--- src/rtl/ds1302_pkg.sv ---
// ds1302_pkg: register map, command-byte field positions, FSM states and
// a BCD increment helper shared by the DS1302 responder.
package ds1302_pkg;

  localparam logic [4:0] ADDR_SEC   = 5'd0;
  localparam logic [4:0] ADDR_MIN   = 5'd1;
  localparam logic [4:0] ADDR_HOUR  = 5'd2;
  localparam logic [4:0] ADDR_DATE  = 5'd3;
  localparam logic [4:0] ADDR_MONTH = 5'd4;
  localparam logic [4:0] ADDR_WEEK  = 5'd5;
  localparam logic [4:0] ADDR_YEAR  = 5'd6;
  localparam logic [4:0] ADDR_WP    = 5'd7;
  localparam logic [4:0] ADDR_BURST = 5'd31;

  localparam int unsigned CMD_RD_BIT    = 0;
  localparam int unsigned CMD_ADDR_LSB  = 1;
  localparam int unsigned CMD_ADDR_MSB  = 5;
  localparam int unsigned CMD_RAM_BIT   = 6;
  localparam int unsigned CMD_VALID_BIT = 7;

  typedef enum logic [2:0] {
    S_IDLE,
    S_CMD,
    S_WDATA,
    S_RDATA,
    S_HOLD
  } state_e;

  // Packed-BCD +1 without range wrap; callers handle their own rollover value.
  function automatic logic [7:0] bcd_inc(input logic [7:0] v);
    logic [7:0] r;
    if (v[3:0] >= 4'd9) r = {v[7:4] + 4'd1, 4'd0};
    else                r = {v[7:4], v[3:0] + 4'd1};
    return r;
  endfunction

endpackage

--- src/rtl/ds1302_slave_sync.sv ---
// ds1302_slave_sync: multi-stage synchronisers for ce/sclk/io and one-clk
// rise/fall pulses derived from the synchronised sclk.
module ds1302_slave_sync #(
  parameter int unsigned SYNC_STAGES = 2
) (
  input  logic clk_i,
  input  logic rst_i,
  input  logic ce_i,
  input  logic sclk_i,
  input  logic io_i,
  output logic ce_o,
  output logic io_o,
  output logic sclk_rise_o,
  output logic sclk_fall_o
);

  logic [SYNC_STAGES-1:0] ce_q;
  logic [SYNC_STAGES-1:0] sclk_q;
  logic [SYNC_STAGES-1:0] io_q;
  logic                   sclk_prev_q;

  // Shift the raw pad levels through the synchroniser chains.
  always_ff @(posedge clk_i or posedge rst_i) begin
    if (rst_i) begin
      ce_q        <= '0;
      sclk_q      <= '0;
      io_q        <= '0;
      sclk_prev_q <= 1'b0;
    end else begin
      ce_q        <= {ce_q[SYNC_STAGES-2:0], ce_i};
      sclk_q      <= {sclk_q[SYNC_STAGES-2:0], sclk_i};
      io_q        <= {io_q[SYNC_STAGES-2:0], io_i};
      sclk_prev_q <= sclk_q[SYNC_STAGES-1];
    end
  end

  assign ce_o        = ce_q[SYNC_STAGES-1];
  assign io_o        = io_q[SYNC_STAGES-1];
  assign sclk_rise_o = sclk_q[SYNC_STAGES-1] & ~sclk_prev_q;
  assign sclk_fall_o = ~sclk_q[SYNC_STAGES-1] & sclk_prev_q;

endmodule

--- src/rtl/ds1302_slave.sv ---
// ds1302_slave: DS1302 3-wire RTC responder holding the seven clock registers
// and the write-protect bit. Define DS1302_SLAVE_TICK_EN to let tick_1hz
// advance the time registers in BCD.
module ds1302_slave
  import ds1302_pkg::*;
#(
  parameter int unsigned SYNC_STAGES = 2,
  parameter logic        WP_RESET    = 1'b1
) (
  input  logic       clk,
  input  logic       rst,
  input  logic       ds1302_ce,
  input  logic       ds1302_sclk,
  input  logic       ds1302_io_in,
  output logic       ds1302_io_out,
  output logic       ds1302_io_oe,
  input  logic       tick_1hz,
  output logic [7:0] reg_second,
  output logic [7:0] reg_minute,
  output logic [7:0] reg_hour,
  output logic [7:0] reg_date,
  output logic [7:0] reg_month,
  output logic [7:0] reg_week,
  output logic [7:0] reg_year,
  output logic       reg_wp,
  output logic       wr_pulse,
  output logic       rd_pulse,
  output logic [4:0] cmd_addr
);

  logic       ce_s, io_s, sclk_rise, sclk_fall;
  state_e     state_q, state_d;
  logic [7:0] shift_q, shift_d;
  logic [2:0] bitcnt_q, bitcnt_d;
  logic [7:0] rdata_q, rdata_d;
  logic       io_out_q, io_out_d;
  logic       io_oe_q, io_oe_d;
  logic       commit_q, commit_d;
  logic       wr_pulse_q, wr_pulse_d;
  logic       rd_pulse_q, rd_pulse_d;
  logic [4:0] cmd_addr_q, cmd_addr_d;
  logic       wvalid_q, wvalid_d;
  logic [7:0] rtc_q [7];
  logic [7:0] rtc_d [7];
  logic       wp_q, wp_d;
  logic [7:0] shift_in;
  logic [4:0] in_addr;
  logic [7:0] rd_value;

  ds1302_slave_sync #(.SYNC_STAGES(SYNC_STAGES)) u_sync (
    .clk_i       (clk),
    .rst_i       (rst),
    .ce_i        (ds1302_ce),
    .sclk_i      (ds1302_sclk),
    .io_i        (ds1302_io_in),
    .ce_o        (ce_s),
    .io_o        (io_s),
    .sclk_rise_o (sclk_rise),
    .sclk_fall_o (sclk_fall)
  );

  // Byte as it will look once the current io bit is shifted in (LSB first).
  assign shift_in = {io_s, shift_q[7:1]};
  assign in_addr  = shift_in[CMD_ADDR_MSB:CMD_ADDR_LSB];

  // Read data for the command byte being decoded; RAM/burst/unused addresses read 0.
  always_comb begin
    rd_value = '0;
    if (!shift_in[CMD_RAM_BIT]) begin
      if (in_addr == ADDR_WP)     rd_value = {wp_q, 7'b0};
      else if (in_addr < ADDR_WP) rd_value = rtc_q[in_addr[2:0]];
    end
  end

  // FSM state register.
  always_ff @(posedge clk or posedge rst) begin
    if (rst) state_q <= S_IDLE;
    else     state_q <= state_d;
  end

  // FSM next state; a low ce overrides everything.
  always_comb begin
    state_d = state_q;
    if (!ce_s) begin
      state_d = S_IDLE;
    end else begin
      case (state_q)
        S_IDLE:  state_d = S_CMD;
        S_CMD:   if (sclk_rise && bitcnt_q == 3'd7) begin
                   if (!shift_in[CMD_VALID_BIT])  state_d = S_HOLD;
                   else if (shift_in[CMD_RD_BIT]) state_d = S_RDATA;
                   else                           state_d = S_WDATA;
                 end
        S_WDATA: if (sclk_rise && bitcnt_q == 3'd7) state_d = S_HOLD;
        S_RDATA: if (sclk_fall && bitcnt_q == 3'd7) state_d = S_HOLD;
        default: state_d = state_q;
      endcase
    end
  end

  // FSM outputs and serial datapath next values.
  always_comb begin
    shift_d    = shift_q;
    bitcnt_d   = bitcnt_q;
    rdata_d    = rdata_q;
    io_out_d   = io_out_q;
    io_oe_d    = io_oe_q;
    commit_d   = 1'b0;
    wr_pulse_d = commit_q;
    rd_pulse_d = 1'b0;
    cmd_addr_d = cmd_addr_q;
    wvalid_d   = wvalid_q;
    if (!ce_s) begin
      shift_d  = '0;
      bitcnt_d = '0;
      io_oe_d  = 1'b0;
      io_out_d = 1'b0;
    end else begin
      case (state_q)
        S_IDLE:  bitcnt_d = '0;
        S_CMD:   if (sclk_rise) begin
                   shift_d  = shift_in;
                   bitcnt_d = bitcnt_q + 3'd1;
                   if (bitcnt_q == 3'd7 && shift_in[CMD_VALID_BIT]) begin
                     cmd_addr_d = in_addr;
                     wvalid_d   = !shift_in[CMD_RAM_BIT] && (in_addr <= ADDR_WP);
                     rdata_d    = rd_value;
                     rd_pulse_d = shift_in[CMD_RD_BIT];
                   end
                 end
        S_WDATA: if (sclk_rise) begin
                   shift_d  = shift_in;
                   bitcnt_d = bitcnt_q + 3'd1;
                   if (bitcnt_q == 3'd7)
                     commit_d = wvalid_q && (cmd_addr_q == ADDR_WP || !wp_q);
                 end
        S_RDATA: if (sclk_fall) begin
                   io_oe_d  = 1'b1;
                   io_out_d = rdata_q[0];
                   rdata_d  = {1'b0, rdata_q[7:1]};
                   bitcnt_d = bitcnt_q + 3'd1;
                 end
        default: ;
      endcase
    end
  end

  // Serial datapath registers.
  always_ff @(posedge clk or posedge rst) begin
    if (rst) begin
      shift_q    <= '0;
      bitcnt_q   <= '0;
      rdata_q    <= '0;
      io_out_q   <= 1'b0;
      io_oe_q    <= 1'b0;
      commit_q   <= 1'b0;
      wr_pulse_q <= 1'b0;
      rd_pulse_q <= 1'b0;
      cmd_addr_q <= '0;
      wvalid_q   <= 1'b0;
    end else begin
      shift_q    <= shift_d;
      bitcnt_q   <= bitcnt_d;
      rdata_q    <= rdata_d;
      io_out_q   <= io_out_d;
      io_oe_q    <= io_oe_d;
      commit_q   <= commit_d;
      wr_pulse_q <= wr_pulse_d;
      rd_pulse_q <= rd_pulse_d;
      cmd_addr_q <= cmd_addr_d;
      wvalid_q   <= wvalid_d;
    end
  end

`ifndef DS1302_SLAVE_TICK_EN
  logic unused_tick;
  assign unused_tick = tick_1hz;
`endif

  // Register file next values: time advance first, then a committing write
  // overrides its own target while carries into other registers still land.
  always_comb begin
    rtc_d = rtc_q;
    wp_d  = wp_q;
`ifdef DS1302_SLAVE_TICK_EN
    if (tick_1hz && !rtc_q[0][7]) begin
      if (rtc_q[0] == 8'h59) begin
        rtc_d[0] = 8'h00;
        if (rtc_q[1] == 8'h59) begin
          rtc_d[1] = 8'h00;
          if (rtc_q[2] == 8'h23) begin
            rtc_d[2] = 8'h00;
            rtc_d[3] = (rtc_q[3] == 8'h31) ? 8'h01 : bcd_inc(rtc_q[3]);
            rtc_d[5] = (rtc_q[5] == 8'h07) ? 8'h01 : bcd_inc(rtc_q[5]);
          end else begin
            rtc_d[2] = bcd_inc(rtc_q[2]);
          end
        end else begin
          rtc_d[1] = bcd_inc(rtc_q[1]);
        end
      end else begin
        rtc_d[0] = bcd_inc(rtc_q[0]);
      end
    end
`endif
    if (commit_q) begin
      if (cmd_addr_q == ADDR_WP) wp_d = shift_q[7];
      else                       rtc_d[cmd_addr_q[2:0]] = shift_q;
    end
  end

  // Register file storage.
  always_ff @(posedge clk or posedge rst) begin
    if (rst) begin
      for (int unsigned i = 0; i < 7; i++) rtc_q[i] <= '0;
      wp_q <= WP_RESET;
    end else begin
      rtc_q <= rtc_d;
      wp_q  <= wp_d;
    end
  end

  assign ds1302_io_out = io_out_q;
  assign ds1302_io_oe  = io_oe_q;
  assign reg_second    = rtc_q[0];
  assign reg_minute    = rtc_q[1];
  assign reg_hour      = rtc_q[2];
  assign reg_date      = rtc_q[3];
  assign reg_month     = rtc_q[4];
  assign reg_week      = rtc_q[5];
  assign reg_year      = rtc_q[6];
  assign reg_wp        = wp_q;
  assign wr_pulse      = wr_pulse_q;
  assign rd_pulse      = rd_pulse_q;
  assign cmd_addr      = cmd_addr_q;

endmodule

--- config.mk ---
export PLATFORM = sky130hd
export DESIGN_NAME = ds1302_slave
export DESIGN_NICKNAME = d
export VERILOG_FILES = /design/src/rtl/ds1302_pkg.sv /design/src/rtl/ds1302_slave_sync.sv /design/src/rtl/ds1302_slave.sv
export SDC_FILE = /design/constraint.sdc
export NUM_CORES = 1
export LEC_CHECK = 0
export CAP_MARGIN = 20
export CORE_AREA = 8 8 94 117
export CTS_BUF_LIST = sky130_fd_sc_hd__clkbuf_8 sky130_fd_sc_hd__clkbuf_16
export CTS_CLUSTER_SIZE = 28
export DETAILED_ROUTE_END_ITERATION = 6
export DIE_AREA = 0 0 102 125
export GPL_ROUTABILITY_DRIVEN = 0
export PLACE_DENSITY_LB_ADDON = 0.08
export SLEW_MARGIN = 30
export SYNTH_ARGS = -nofsm -noshare
export SYNTH_HDL_FRONTEND = slang
export SYNTH_SLANG_ARGS = --single-unit
--- constraint.sdc ---
create_clock -name clk -period 4.49 [get_ports clk]
set_input_delay 0.6735 -clock clk [delete_from_list [all_inputs] [get_ports clk]]
set_output_delay 0.6735 -clock clk [all_outputs]
set_load 0.02 [all_outputs]
# After elaboration in Yosys (flattened, before gate mapping)

Index checks and enable logic that the tools add are counted.

Bits in registers: 97
Bits of input ports: 6
Output and inout bits: 66
Logic and storage cells: 117

$add $sub $neg: 1
$lt $le $gt $ge: 5
Equal/unequal tests: 20
Mux-type cells: 41
Bitwise logic cells: 7
Reduce and logical (&&, ||, !) cells: 20

Operators with widths:

| operator                                                        | count |
|---|---|
| two-way mux 8 bit                                               | 12 |
| bitwise mux 56 bit                                              | 1 |
| binary-select mux 8 bit (select 3 bit)                          | 1 |
| demux 8 bit (select 3 bit)                                      | 1 |
| two-way mux 3 bit                                               | 8 |
| case mux 8 bit (2 select lines)                                 | 1 |
| two-way mux 1 bit                                               | 15 |
| != test 3 bit (second input constant)                           | 5 |
| != test 2 bit (second input constant)                           | 7 |
| case mux 3 bit (4 select lines)                                 | 1 |
| == test 5 x 3 -> 1 bit (second input constant)                  | 2 |
| case mux 3 bit (3 select lines)                                 | 1 |
| >= comparator 4 bit (second input constant)                     | 2 |
| inverter 3 -> 4 bit                                             | 2 |
| AND reduction 2 bit                                             | 4 |
| AND reduction 4 bit                                             | 2 |
| == test 3 x 2 -> 1 bit (second input constant)                  | 2 |
| logical AND 1 bit                                               | 6 |
| less-or-equal comparator 5 x 3 -> 1 bit (second input constant) | 1 |
| < comparator 5 x 3 -> 1 bit (second input constant)             | 1 |
| != test 5 bit (second input constant)                           | 1 |
| AND reduction 5 bit                                             | 1 |
| < comparator 4 x 1 -> 1 bit (second input constant)             | 1 |
| != test 4 bit (second input constant)                           | 1 |
| other kinds (11)                                                | 15 |

# Longest topological paths before layout

Gate-level depths: netlist of the first run.

Word-level depth: 10
Depth in mapped cells: 7
Depth with buffers taken out: 6

# Modules after synthesis

From an unflattened synthesis of the first run, not the netlist that was laid out.

Cell total of the unflattened synthesis: 343
Area, all modules: 4548.1 µm²

Modules (own cells, without submodules):

| module            | instances | cells each | area each (µm²) | sequential area each (µm²) |
|---|---|---|---|---|
| ds1302_slave      | 1         | 333        | 4354.2          | 2253.4 |
| ds1302_slave_sync | 1         | 10         | 193.9           | 175.2 |

# Least setup slack after synthesis of the first run

No wires, ideal clock.

Path kind: reg-to-reg
Start point: register bitcnt_q[0]
End point: register rdata_q[0]
Library setup time: 125 ps
Data arrival time: 1788 ps
Slack: 2577 ps
Cell stages (with the launch flop): 8
Cell sequence: dfrtp_1 > ha_1 > ha_1 > inv_1 > nor4_4 > or2_1 > buf_6 > mux2_4

Word-level cells in the longest chain between the ends: 4

RTL lines:

| what                                 | line                | RTL |
|---|---|---|
| start: declaration                   | ds1302_slave.sv:34  | `logic [2:0] bitcnt_q, bitcnt_d;` |
| start signal: assignment             | ds1302_slave.sv:163 | `bitcnt_q <= bitcnt_d;` |
| == test 3 bit                        | ds1302_slave.sv:124 | `if (bitcnt_q == 3'd7 && shift_in[CMD_VALID_BIT]) begin` |
| logical AND 1 bit                    | ds1302_slave.sv:124 |  |
| != test 2 bit (no source line)       | --                  |  |
| AND reduction 5 bit (no source line) | --                  |  |
| end signal: assignment               | ds1302_slave.sv:164 | `rdata_q <= rdata_d;` |
| end: declaration                     | ds1302_slave.sv:35  | `logic [7:0] rdata_q, rdata_d;` |

No other way between the ends.
A chain may end at the register's enable or synchronous reset.

# Final worst setup path of the first run

Start point: register u_sync.ce_q[1]
End point: register rdata_q[6]

Word-level cells in the longest chain between the ends: 1

RTL lines:

| what                                 | line                    | RTL |
|---|---|---|
| start: declaration                   | ds1302_slave_sync.sv:17 | `logic [SYNC_STAGES-1:0] ce_q;` |
| start signal: assignment             | ds1302_slave_sync.sv:30 | `ce_q <= {ce_q[SYNC_STAGES-2:0], ce_i};` |
| AND reduction 5 bit (no source line) | --                      |  |

No other way between the ends.

==> run metrics, run 1 <==
Max-cap violations 0; WP data arrival 2710 ps; vias post-DR approximately 2900; Least-Margin Pin Slew 958 ps; Final setup violation count 0; Post-Route WL 10.4 mm; Pwr Density approximately 320 nW/um2; Sw Share 20.0%; row count 40; Clock Latency Late Sink ~340 ps; status finished clean; first-pass GRT wire length roughly 17 mm; WL met1 between 4 and 5 mm; Seq/Total Area, Yosys 54.2%; Core Box Area a little over 9000 um2; ANT nets after route 0; clock skew approximately 4.7 ps; ys flop type dfrtp_1; final layout net count between 400 and 500; CTS max path bufs 2; Setup TNS Final 0 ps; syn_area_per_cell 13.1 um2; logic gate share of total power under 10%; Sw Pwr between 300 and 400 uW; initial DRC count 111; Rel. slew slack roughly 36%; crit path capture type flop; TritonCTS clock tree yes; filler cell count 800; WHS about 350 ps; R2R cell count 4; WL met3 approximately 350 um; IO Pins between 70 and 80; final hold violation count 0; # DRC 0; CTS Buf Count 9; drt wl/cell between 15 and 20 um; max-slew violations 0; Die H 125 um; Die Wd around 100 um; area grow syn2layout 24.7%; Flop pwr share between 50% and 60%; YS warnings 0; Max IR drop VDD between 200 and 250 uV; share of layout cells above drive strength 1 24.2%; die area about 13000 um2; crit path max fanout 18; I/O Buffers 70; worst hold start u_sync.io_q[0]$_DFF_PP0_; Peak Freq about 400 MHz; FF+latch area between 2000 and 2500 um2; largest net degree at the start of global routing 41; most frequent cells in the layout dfrtp_1, clkdlybuf4s50_1, mux2_2; hold crit path type flop to flop; worst reg-to-reg setup slack approximately 2000 ps; CTS root buf clkbuf_16; commonest non-fill, non-tap cell in the layout dfrtp_1; CTS Sinks 97; post-synth cell types slightly above 40; dpl ws 2000 ps; Lkg Pwr 0.00248 uW; Post-Syn Nets approximately 350; worst r2r src u_sync.ce_q[1]$_DFF_PP0_; Via density 5.47; Resized Gates After CTS 0; Top Metal Used met4; Starting Density roughly half; Worst setup SP type flop; Tcrit/Tclk final about 55%; vias in the first global route ~3000; hold depth 0; RSZ-0062 raised after global routing false; worst setup margin roughly 2000 ps; CTS H-tree lvls 3; remaining global-route overflow 0; Post-CTS Setup Inserts 0; Mapped Cells 341; mapped cell area 4480 um2; Worst Hold End u_sync.io_q[1]$_DFF_PP0_; met2 routed WL 5.60 mm; area of the multi-input gates 1920 um2; hold-fix buffer count after cts 0; clock slew at reported path FFs 60 ps; antenna cells 0; initial antenna violation count 0; R2R Path End rdata_q[6]$_DFFE_PP0P_; EDFF count, synth 0; min Tclk post-route 2480 ps; Clk pwr share approximately 47%; fraction of registers with async set or reset after synthesis between 90% and 100%; Crit Path Class flop to flop; post-DP HPWL around 7.2 mm; #FFs+latches synth 97; worst path required time about 4700 ps; drt pass-1 iters 4; Total Routing Usage GR 17.3%; internal power between 1000 and 1500 uW
==> worst max-delay path by stage <==
stage	start	endpoint	slack [ps]
final	u_sync.ce_q[1]$_DFF_PP0_	rdata_q[6]$_DFFE_PP0P_	2010
after global routing	u_sync.ce_q[1]$_DFF_PP0_	rdata_q[4]$_DFFE_PP0P_	1860
after CTS	u_sync.ce_q[1]$_DFF_PP0_	rdata_q[6]$_DFFE_PP0P_	2000
after detailed placement	u_sync.ce_q[1]$_DFF_PP0_	rdata_q[3]$_DFFE_PP0P_	2000
after global placement	u_sync.ce_q[1]$_DFF_PP0_	rdata_q[0]$_DFFE_PP0P_	2040
after floorplan	rst	bitcnt_q[0]$_DFFE_PP0P_	1280
==> stage by stage <==
stage	total power, uW	area, um2	std cells	util (%)
after detailed placement	946	5260	515	56.5
after global routing	1820	5590	531	60.0
after floorplan	931	4480	341	-
final	1760	5590	531	60.0
after global placement	945	5260	515	56.5
after CTS	1780	5590	531	60.0
==> routing by layer <==
layer	global-route usage (%)	vias up
met5	0	-
met4	7.63	0
met3	2.50	10
met2	30.1	45
met1	20.2	1488
li1	-	1360
==> power by group through the flow <==
stage / logic (uW) / clock network (uW) / registers [uW]
detailed placement: 42.5 / 0 / 904
global route: 47.2 / 881 / 888
floorplan: 32.7 / 0 / 898
global placement: 41.7 / 0 / 904
CTS: 42.5 / 855 / 887
finish: 40.8 / 834 / 887
==> Yosys cell counts, types with 6 or more instances <==
| library cell | n | area [um2] |
|---|---|---|
| a22oi_1 | 7 | 52.6 |
| a32o_1 | 6 | 60.1 |
| buf_2 | 7 | 35.0 |
| clkbuf_1 | 18 | 67.6 |
| dfrtp_1 | 96 | 2400 |
| inv_1 | 6 | 22.5 |
| mux2_2 | 62 | 698 |
| mux2_4 | 6 | 90.1 |
| mux2i_1 | 35 | 350 |
| nand2_1 | 17 | 63.8 |
| nand3b_1 | 8 | 60.1 |
| nor2_1 | 6 | 22.5 |
| nor2b_1 | 13 | 81.3 |
| o211ai_1 | 7 | 52.6 |
==> cell type report <==
type | count | area share (%)
Sequential cell | 97 | 43.5
Multi-Input combinational cell | 212 | 34.3
Tap cell | 126 | 2.82
Clock inverter | 5 | 1.41
Inverter | 6 | 0.448
Timing Repair Buffer | 74 | 13.1
Clock buffer | 11 | 4.52
==> worst max-delay path: stages (launching register included) <==
cell      delay (ps)
dfrtp_1          680
nand2b_2         190
nor4_4           660
or2_1            480
mux2_4           350
==> cell families (layout without fill, tap and decap cells) <==
group | count (synthesis) | after routing | share of synthesized area [%]
AND/OR/NAND/NOR | 70 | 70 | 9.77
adder cells (fa/ha/maj) | 2 | 2 | 0.558
XOR/XNOR | 1 | 1 | 0.196
multiplexers | 105 | 105 | 26.4
buffers and inverters | 32 | 96 | 3.04
flip-flops | 97 | 97 | 54.2
AO/OA/AOI/OAI | 34 | 34 | 5.81
No activity file was read; power rests on OpenSTA's default activity.
==> run 2, diff against run 1 <==
Clock period 4.49 ns to 2.53 ns, I/O delays scaled along.
==> run metrics, run 2 (same netlist as run 1, synthesis figures left out) <==
I/O Buffers 70; final non-filler cell total around 540; Starting Density between 40% and 50%; WL met3 approximately 390 um; area of the multi-input gates about 1900 um2; Max IR drop VDD roughly 450 uV; worst r2r src bitcnt_q[0]$_DFFE_PP0P_; worst path required time between 2000 and 3000 ps; worst hold start u_sync.sclk_q[0]$_DFF_PP0_; min Tclk post-route a little under 2000 ps; Resized Gates After CTS 0; filler cell count a little over 800; final core occ about three fifths; antenna cells 0; Critical path origin bitcnt_q[0]$_DFFE_PP0P_; row count 40; Crit Path Class flop to flop; CP max stage delay 460 ps; Die H 125 um; Least-Margin Pin Slew 603 ps; initial DRC count around 100; area grow syn2layout 26.7%; Core Box Area a little over 9000 um2; Via density roughly 5.4; Setup TNS Final 0 ps; first-pass GRT wire length ~17 mm; Die Wd about 100 um; clock skew 4.31 ps; Post-CTS Setup Inserts 0; TritonCTS clock tree yes; WP data arrival 2210 ps; CP most frequent cell ha_1; Peak Freq roughly 500 MHz; Max-cap violations 0; CTS max path bufs 2; crit path capture type flop; # DRC 0; most frequent cells in the layout dfrtp_1, clkdlybuf4s50_1, mux2_2; Final setup violation count 0; drt wl/cell 18.9 um; die area ~13000 um2; Lkg Pwr approximately 0.0025 uW; Tcrit/Tclk final around 78%; hold-fix buffer count after cts 0; Top Metal Used met4; commonest non-fill, non-tap cell in the layout dfrtp_1; RSZ-0062 raised after global routing false; Clock Latency Late Sink roughly 340 ps; share of layout cells above drive strength 1 about a quarter; ANT nets after route 0; Cell Chain, Critical Path ha_1, ha_1, inv_1, nor4_4, or2_1, mux2_4; largest net degree at the start of global routing 60; clock slew at reported path FFs around 60 ps; Slowest-stage cell, CP or2_1; status finished clean; crit path max fanout 8; CTS Sinks 97; post-DP HPWL ~7.4 mm; Worst setup SP type flop; CTS Buf Count 9; critical path's top delay family simple AND/OR/NAND/NOR gates; CP bufs+invs 1; CTS H-tree lvls 3; remaining global-route overflow 0; Pwr Density 539 nW/um2; vias post-DR between 2000 and 3000; drt pass-1 iters 4; vias in the first global route about 3000; Rel. slew slack 59.6%; Post-Route WL roughly 10 mm; Overall Power about 3000 uW; IO Pins 72; hold crit path type flop to flop; final layout net count 420; initial antenna violation count 0; CTS root buf clkbuf_16; met2 routed WL 5.37 mm; max-slew violations 0; final hold violation count 0; Total Routing Usage GR between 10% and 20%; WL met1 roughly 4.3 mm; dpl cells 527; FF+latch area ~2400 um2
==> run 2: cell type report <==
cell class | instances | area share, %
Clock buffer | 12 | 4.69
Clock inverter | 4 | 0.881
Inverter | 6 | 0.463
Multi-Input combinational cell | 212 | 33.7
Sequential cell | 97 | 42.8
Tap cell | 126 | 2.78
Timing Repair Buffer | 86 | 14.7
==> run 2: final timing paths <==
| path | to | slack [ps] | cells after the start |
|---|---|---|---|
| min in group asynchronous | cmd_addr[4]$_DFFE_PP0P_ | 380 | 2 |
| worst max register to register | rdata_q[2]$_DFFE_PP0P_ | 550 | 6 |
| worst min register to register | u_sync.sclk_q[1]$_DFF_PP0_ | 350 | 0 |
| worst max-delay path | rdata_q[2]$_DFFE_PP0P_ | 550 | 6 |
| worst min-delay path | u_sync.sclk_q[1]$_DFF_PP0_ | 350 | 0 |
| max in group asynchronous | reg_minute[0]$_DFFE_PP0P_ | 1510 | 3 |
==> run 2: metrics by stage <==
stage	worst slack (ps)	area [um2]	hold slack (ps)
final	549	5680	348
after global placement	604	5360	334
after floorplan	617	4480	331
after CTS	546	5680	350
after detailed placement	569	5360	335
after global routing	439	5680	352
==> run 2: power by group <==
part           total, uW  leakage (uW)  switching [uW]  internal, uW
Combinational       79.5       0.00105            50.9          28.6
Clock               1410      0.000151             567           845
Sequential          1570       0.00133            11.5          1560
==> run 2: metal layers <==
metal  track usage, %  up-vias
li1                 -     1385
met1             20.5     1468
met2             29.1       46
met3             2.28        9
met4             6.85        0
met5                0        -
==> run 3, diff against run 2 <==
Clock period 2.53 ns to 2.05 ns, I/O delays scaled along.
==> run metrics, run 3 (same netlist as run 1, synthesis figures left out) <==
Least-Margin Pin Slew about 630 ps; Post-CTS Setup Inserts 0; Post-Route WL ~10 mm; worst reg-to-reg setup slack 260 ps; Crit Path Class flop to primary output; Worst setup SP type flop; CTS Sinks 97; critical path's top delay family buffers and inverters; TritonCTS clock tree yes; hold depth 0; Max-cap violations 0; drt wl/cell approximately 19 um; CP bufs+invs 1; WHS between 300 and 400 ps; Lkg Pwr 0.00257 uW; area grow syn2layout 28.1%; Die Wd just over 100 um; final hold violation count 0; Pwr Density roughly 640 nW/um2; initial antenna violation count 0; CTS root buf clkbuf_16; largest net degree at the start of global routing 71; Via density between 5 and 6; Die H 125 um; first-pass GRT wire length 16.5 mm; CTS max path bufs 2; Cell Chain, Critical Path clkdlybuf4s50_1; remaining global-route overflow 0; Worst Hold End u_sync.sclk_q[1]$_DFF_PP0_; post-DP HPWL 7.49 mm; min Tclk post-route about 1900 ps; placed instance area roughly 5400 um2; ANT nets after route 0; R2R cell count 4; crit path capture type primary output; row count 40; commonest non-fill, non-tap cell in the layout dfrtp_1; worst hold start u_sync.sclk_q[0]$_DFF_PP0_; share of layout cells above drive strength 1 between 20% and 30%; final core occ just over 60%; die area ~13000 um2; Setup TNS Final 0 ps; WP data arrival around 1600 ps; initial DRC count around 80; worst path required time approximately 1700 ps; clock slew at reported path FFs 70 ps; status finished clean; Rel. slew slack between 50% and 60%; vias in the first global route a little over 3000; crit path max fanout 10; clock skew 3.87 ps; vias post-DR roughly 3000; filler cell count 784; Starting Density roughly half; Tcrit/Tclk final between 90% and 100%; CTS H-tree lvls 3; Core Box Area roughly 9300 um2; antenna cells 0; Clock Latency Late Sink 340 ps; RSZ-0062 raised after global routing false; Total Routing Usage GR between 10% and 20%; hold crit path type flop to flop; drt pass-1 iters 4; I/O Buffers 70; Slowest-stage cell, CP clkdlybuf4s50_1; Max IR drop VDD approximately 490 uV; final layout net count between 400 and 500; Final setup violation count 0; IO Pins slightly above 70; R2R Path End rdata_q[5]$_DFFE_PP0P_; most frequent cells in the layout dfrtp_1, clkdlybuf4s50_1, mux2_2; CTS Buf Count 9; Final Cell Area around 5700 um2; worst r2r src state_q[0]$_DFFE_PP0P_; CP max stage delay slightly below 700 ps; max-slew violations 0; Peak Freq between 500 and 600 MHz; # DRC 0
## run 3: changes by cell type in the layout (fill, tap and decap cells not counted), sizes merged
cell	delta
clkinv	+2
clkbuf	-3
buf	+9
clkinvlp	+1
## run 3: area by class of cell
class / count / area [um2] / area share (%)
Clock buffer: 9 / 225 / 3.92
Tap cell: 126 / 158 / 2.75
Clock inverter: 7 / 71.3 / 1.24
Multi-Input combinational cell: 212 / 1920 / 33.4
Sequential cell: 97 / 2430 / 42.3
Inverter: 6 / 26.3 / 0.458
Timing Repair Buffer: 95 / 913 / 15.9
## run 3: worst max-delay path by stage
| stage | to | slack [ps] | cells after the start | from |
|---|---|---|---|---|
| detailed placement | rdata_q[3]$_DFFE_PP0P_ | 110 | 6 | bitcnt_q[0]$_DFFE_PP0P_ |
| global route | cmd_addr[0] | 120 | 1 | cmd_addr[0]$_DFFE_PP0P_ |
| floorplan | rdata_q[0]$_DFFE_PP0P_ | 140 | 7 | bitcnt_q[0]$_DFFE_PP0P_ |
| CTS | rdata_q[3]$_DFFE_PP0P_ | 60 | 6 | bitcnt_q[0]$_DFFE_PP0P_ |
| global placement | rdata_q[1]$_DFFE_PP0P_ | 150 | 6 | bitcnt_q[0]$_DFFE_PP0P_ |
| finish | cmd_addr[0] | 160 | 1 | cmd_addr[0]$_DFFE_PP0P_ |
## run 3: per-layer routing
| metal | wire length (um) | vias to the layer above | track usage [%] |
|---|---|---|---|
| li1 | - | 1390 | - |
| met1 | 4420 | 1536 | 20.5 |
| met2 | 5550 | 52 | 29.1 |
| met3 | 309 | 11 | 2.33 |
| met4 | 164 | 0 | 6.76 |
| met5 | 0 | - | 0 |
## run 3: report_power, final
part           leakage, uW  internal (uW)  switching (uW)
logic              0.00110           35.0            65.9
registers          0.00133           1920            12.5
clock network     0.000137            942             710
## run 3: stage by stage
step	power, uW	setup WS, ps	instances
floorplan	2040	137	341
global placement	2080	146	536
detailed placement	2080	114	536
CTS	3730	61.7	552
global route	3810	121	552
finish	3690	161	552
## run 3: what timing repair did
item	CTS	global route
resized for setup	0	1
endpoints found under the setup margin	0	6
endpoints found under the hold margin	0	0
hold buffers	0	0
